**src/rtl/input_debounce.sv**
```systemverilog
// Purpose: pad-input conditioner: 2-flop sync, shared tick prescaler, per-bit stability filter with rise/fall strobes.
// Latency: 2 sync cycles, then STABLE_TICKS differing ticks (bypass: o_clean follows i_raw 3 edges later).
// Backpressure: none; inputs are sampled every cycle and strobes are single-cycle, never held off.
module input_debounce #(
    parameter int   WIDTH        = 6,
    parameter int   PRESCALE     = 1000,
    parameter int   STABLE_TICKS = 4,
    parameter logic RESET_LEVEL  = 1'b0
) (
    input  logic             clk,
    input  logic             rst_n,
    input  logic [WIDTH-1:0] i_raw,
    input  logic             i_bypass,
    output logic [WIDTH-1:0] o_clean,
    output logic [WIDTH-1:0] o_rise,
    output logic [WIDTH-1:0] o_fall
);

    // PRESCALE=1 still needs a one-bit counter; it simply never leaves 0.
    localparam int PW = (PRESCALE > 1) ? $clog2(PRESCALE) : 1;
    localparam int CW = $clog2(STABLE_TICKS + 1);
    localparam logic [PW-1:0] PS_LAST  = PW'(PRESCALE - 1);
    localparam logic [CW-1:0] CNT_LAST = CW'(STABLE_TICKS - 1);

    logic [WIDTH-1:0] r_sync1;
    logic [WIDTH-1:0] r_sync2;
    logic [PW-1:0]    r_presc;
    logic [CW-1:0]    r_cnt [WIDTH];
    logic [WIDTH-1:0] r_clean;
    logic [WIDTH-1:0] r_rise;
    logic [WIDTH-1:0] r_fall;

    logic             w_tick;
    logic [WIDTH-1:0] w_clean_nxt;
    logic [CW-1:0]    w_cnt_nxt [WIDTH];

    assign w_tick  = (r_presc == PS_LAST);
    assign o_clean = r_clean;
    assign o_rise  = r_rise;
    assign o_fall  = r_fall;

    // Two-flop synchronizer; only the second stage feeds the filter.
    always_ff @(posedge clk or negedge rst_n) begin
        if (!rst_n) begin
            r_sync1 <= {WIDTH{RESET_LEVEL}};
            r_sync2 <= {WIDTH{RESET_LEVEL}};
        end else begin
            r_sync1 <= i_raw;
            r_sync2 <= r_sync1;
        end
    end

    // Shared prescaler: free-running 0..PRESCALE-1, tick on the last count, independent of bypass.
    always_ff @(posedge clk or negedge rst_n) begin
        if (!rst_n) begin
            r_presc <= '0;
        end else if (w_tick) begin
            r_presc <= '0;
        end else begin
            r_presc <= r_presc + PW'(1);
        end
    end

    // Per-bit filter: a bit flips only after STABLE_TICKS consecutive ticks that disagree with o_clean.
    always_comb begin
        w_clean_nxt = r_clean;
        for (int i = 0; i < WIDTH; i++) begin
            w_cnt_nxt[i] = r_cnt[i];
        end
        for (int i = 0; i < WIDTH; i++) begin
            if (i_bypass) begin
                w_clean_nxt[i] = r_sync2[i];
                w_cnt_nxt[i]   = '0;
            end else if (w_tick) begin
                if (r_sync2[i] == r_clean[i]) begin
                    w_cnt_nxt[i] = '0;
                end else if (r_cnt[i] == CNT_LAST) begin
                    w_clean_nxt[i] = r_sync2[i];
                    w_cnt_nxt[i]   = '0;
                end else begin
                    w_cnt_nxt[i] = r_cnt[i] + CW'(1);
                end
            end
        end
    end

    // Level, counters and edge strobes all update on the same edge, so strobes line up with o_clean.
    always_ff @(posedge clk or negedge rst_n) begin
        if (!rst_n) begin
            r_clean <= {WIDTH{RESET_LEVEL}};
            r_rise  <= '0;
            r_fall  <= '0;
            for (int i = 0; i < WIDTH; i++) begin
                r_cnt[i] <= '0;
            end
        end else begin
            r_clean <= w_clean_nxt;
            r_rise  <= w_clean_nxt & ~r_clean;
            r_fall  <= ~w_clean_nxt & r_clean;
            for (int i = 0; i < WIDTH; i++) begin
                r_cnt[i] <= w_cnt_nxt[i];
            end
        end
    end

endmodule

```
**config.mk**
```make
export PLATFORM = sky130hd
export DESIGN_NAME = input_debounce
export DESIGN_NICKNAME = d
export VERILOG_FILES = /design/src/rtl/input_debounce.sv
export SDC_FILE = /design/constraint.sdc
export NUM_CORES = 1
export LEC_CHECK = 0
export ABC_AREA = 1
export BUFFER_PORTS_ARGS = -buffer_cell sky130_fd_sc_hd__buf_2
export CAP_MARGIN = 25
export CORE_MARGIN = 10
export CORE_UTILIZATION = 52
export DETAILED_ROUTE_END_ITERATION = 16
export PLACE_DENSITY = 0.73
export SLEW_MARGIN = 20
export SYNTH_ARGS = -nofsm -noshare
export SYNTH_HDL_FRONTEND = slang
export SYNTH_SLANG_ARGS = --single-unit
```
**constraint.sdc**
```tcl
create_clock -name clk -period 1.6 [get_ports clk]
set_clock_uncertainty 0.1 [all_clocks]
set_input_delay 0.08 -clock clk [delete_from_list [all_inputs] [get_ports clk]]
set_output_delay 0.08 -clock clk [all_outputs]
set_load 0.01 [all_outputs]
```
==> metrics.md <==
| Metric | Value |
|---|---|
| Outcome | `finished clean` |
| GRT Util Overall | `0.125` |
| Cell depth of the worst setup path | `9` |
| Cell-by-cell listing of the critical path | `ha_2 -> nand2_4 -> nor2_4 -> nand3_4 -> nand2_8 -> buf_12 -> nand2_8 -> nand2_2 -> nand2_1` |
| TritonCTS Sinks | `58` |
| Antenna diodes | `0` |
| Deepest level of the CTS H-tree | `3` |
| Library cell with the highest instance count after synthesis | `nand2_1` |
| Arrival time of data at the critical path endpoint | `1.70 ns` |
| Synth cell count leaders | `nand2_1 (73), dfrtp_1 (58), inv_1 (29), nor2_1 (27), nand3_1 (16)` |
| Detailed-routing iteration count for the pre-antenna-repair pass | `4` |
| Proportion of synthesized chip area in sequential cells | `0.587` |
| Yosys top cell by area | `dfrtp_1` |
| Clock Latency Late Sink | `0.33 ns` |
| X dimension of the die | `89.0 um` |
| CP max-delay cell | `dfrtp_1` |
| Pin count of the biggest net entering global routing | `59` |
| Element type at the critical path end | `flip-flop` |
| Post-Synthesis Net Count | `274` |
| Number of distinct library cells after synthesis | `25` |
| Pint | `2.20 mW` |
| Cell types occupying the most area after synthesis | `dfrtp_1 (59%), nand2_1 (11%), inv_1 (4.4%)` |
| Initial DRC Count | `114` |
| Number of enable flip-flop cells after synthesis | `0` |
| CTS tree | `built` |
| Core Util, Final | `0.638` |
| Proportion of power drawn by flip-flops and latches | `0.527` |
| Worst vdd rail ir drop | `0.931 mV` |
| Total number of yosys warnings | `0` |
| Normalized max-slew margin | `0.702` |
| Register bit count reported by yosys | `58` |
| Overall die area | `7920 um^2` |
| Synthesized-area fraction occupied by ao, oa, aoi and oai cells | `0.0379` |
| Buffers from clock root to sink, at most | `2` |
| Buffers and inverters on the worst path | `1` |
| Reported leakage power | `1.60 nW` |
| Most frequent cell on the critical path | `nand2_8` |
| Path type of the worst setup path | `flip-flop to flip-flop` |
| Gpl congestion | `0.755` |
| Cell area power density | `980 nW/um^2` |
| Global-route met3 utilization | `0.0510` |
| Combined area of all synthesized cells | `2470 um^2` |
| Detail-routed net length per standard cell | `12.4 um` |
| Max Clk Rate | `633 MHz` |
| Endpoint required time on the critical path | `1.72 ns` |
| Largest family of logic cells by synthesized area | `simple AND/OR/NAND/NOR gates` |
| Setup repair after global routing missed its margin | `true` |
| Die Y | `89.0 um` |
| Share of synthesized cell area in and, or, nand and nor gates | `0.263` |
| Count of final setup violators | `0` |
| Top flip-flop cell by instance count after synthesis | `dfrtp_1` |
| Slew @ Worst Pin | `0.443 ns` |
| Mux cell area share after synthesis | `0` |
| Setup ws final | `0.0211 ns` |
| IO buf count | `26` |
| Post-Synth Adder-Cell Area | `0.0354` |
| Share of power burned in combinational logic | `0.085` |
| Top-level port count | `27` |
| Power spent charging and discharging nets | `0.711 mW` |
| # DRC | `0` |
| Period minus WS final | `1.58 ns` |
| Final-report max-slew violation count | `0` |
| Root buffer cell | `clkbuf_8` |
| Total number of nets in the final design | `323` |
| Via density per instance | `4.83` |
| Clock slew at reported path FFs | `0.07 ns` |
| Mean instance size in the synthesized netlist | `9.59 um^2` |
| Min-Delay Path Class | `input port to async pin` |
| Clock power share | `0.388` |
| GR met2 Demand/Resource | `0.192` |
| Final Hold Fails | `0` |
| Global-route wire length before repair | `7600 um` |
| Antenna viol nets, final | `0` |
| Gate count of the mapped netlist | `258` |
| Synth Area in XOR/XNOR | `0.0106` |
| Met1 Resource Use GR | `0.148` |
| Vias in the first global route | `1,737` |
| Row count | `25` |
| Ratio of final minimum period to clock period | `0.987` |
| CP delay by family, top | `simple AND/OR/NAND/NOR gates` |
| Delay of the slowest cell on the worst path | `0.37 ns` |
| Area of the core | `4660 um^2` |
| Maximum Capacitance Violations | `0` |
| Share of async-settable or async-resettable flops after synthesis | `1.00` |
| Hpwl dp | `2980 um` |
| Share of Yosys cell area claimed by the top area cell type | `0.587` |
| Path depth of the worst reg2reg path | `9` |
| Switching portion of total power | `0.244` |
| Maximum fanout count along the critical path | `8` |
| Routed wire length | `4530 um` |
| Fraction of final layout cells with drive strength greater than 1 | `0.215` |
| Total via count after detailed routing | `1,766` |
| Pre-CTS WS | `0.0103 ns` |
| Initial antenna violation count | `0` |
| Inserted Clock Buffers | `9` |
| Remaining global-route overflow | `0` |
| Synth-to-Final Area Change | `20.2%` |
| Routing layer with the top usage in global route | `met2` |
| Starting density of the core | `0.531` |
| Category of the worst setup path launch point | `flip-flop` |
## power by group through the flow
stage,registers (mW),logic (mW),clock network (mW)
finish,1.54,0.247,1.13
global route,1.54,0.281,1.24
CTS,1.54,0.242,1.16
detailed placement,1.56,0.227,0
global placement,1.56,0.221,0
floorplan,1.58,0.117,0
## kinds of logic after synthesis
family | after synthesis
flops | 58
compound gates | 16
buf+inv | 34
simple gates | 140
fa+ha+maj | 7
xor+xnor | 3
## tightest hold or removal path: stages
cell and delay, ns:
dlygate4sd3_1 0.52, buf_2 0.12, buf_12 0.27
## stage by stage
stage	total power [mW]	cells	hold WS, ns	instance area, um^2	setup TNS, ns
finish	2.91	366	0.179	2970	0
global route	3.06	366	0.214	2970	-0.738
CTS	2.94	363	0.194	2920	0
detailed placement	1.79	339	0.00658	2670	0
global placement	1.78	339	0.00523	2670	0
floorplan	1.69	258	-0.316	2470	0
## repair_timing
action	4_1_cts	5_1_grt
pin swaps	1	3
setup endpoints to repair	1	28
gates resized for setup	0	4
cloned	0	1
buffers inserted	0	2
hold buffers	8	0
hold endpoints to repair	66	0
## sequential cells by signal, summed over array words and instances (netlist names)
register and cells:
o_clean 6, r_cnt 18, r_presc 10, o_fall 6, r_sync1 6, o_rise 6
r_sync2 6
## per-layer routing
metal	part of all wire	wire length, um	vias to the layer above
li1	-	-	900
met1	0.46	2070	833
met2	0.48	2180	23
met3	0.046	207	10
met4	0.016	74	0
met5	0	0	-
## cell type report
type                            instances  area, um^2
Timing Repair Buffer                   41         288
Fill cell                             385        1690
Tap cell                               54        67.6
Sequential cell                        58        1450
Inverter                               30         115
Clock inverter                          3        15.0
Clock buffer                           13         149
Multi-Input combinational cell        167         887
## placed cells by master, fill, tap and decap left out, drive strengths merged, types with 6 or more instances in the layout
cell	instances
a21oi	10
buf	33
clkbuf	13
dfrtp	58
dlygate4sd3	8
ha	7
inv	30
nand2	78
nand3	17
nor2	32
or2	6
## path summary, 6_finish.rpt
path	startpoint	endpoint	slack, ns
setup / recovery	r_presc[1]	o_clean[4]	0.02
hold / removal	rst_n	o_fall[3]	0.18
setup reg to reg	r_presc[1]	o_clean[4]	0.02
hold reg to reg	r_sync1[0]	r_sync2[0]	0.25
max in group asynchronous	rst_n	o_clean[2]	0.97
min in group clk	r_sync1[0]	r_sync2[0]	0.25
No activity file was read; power rests on OpenSTA's default activity.
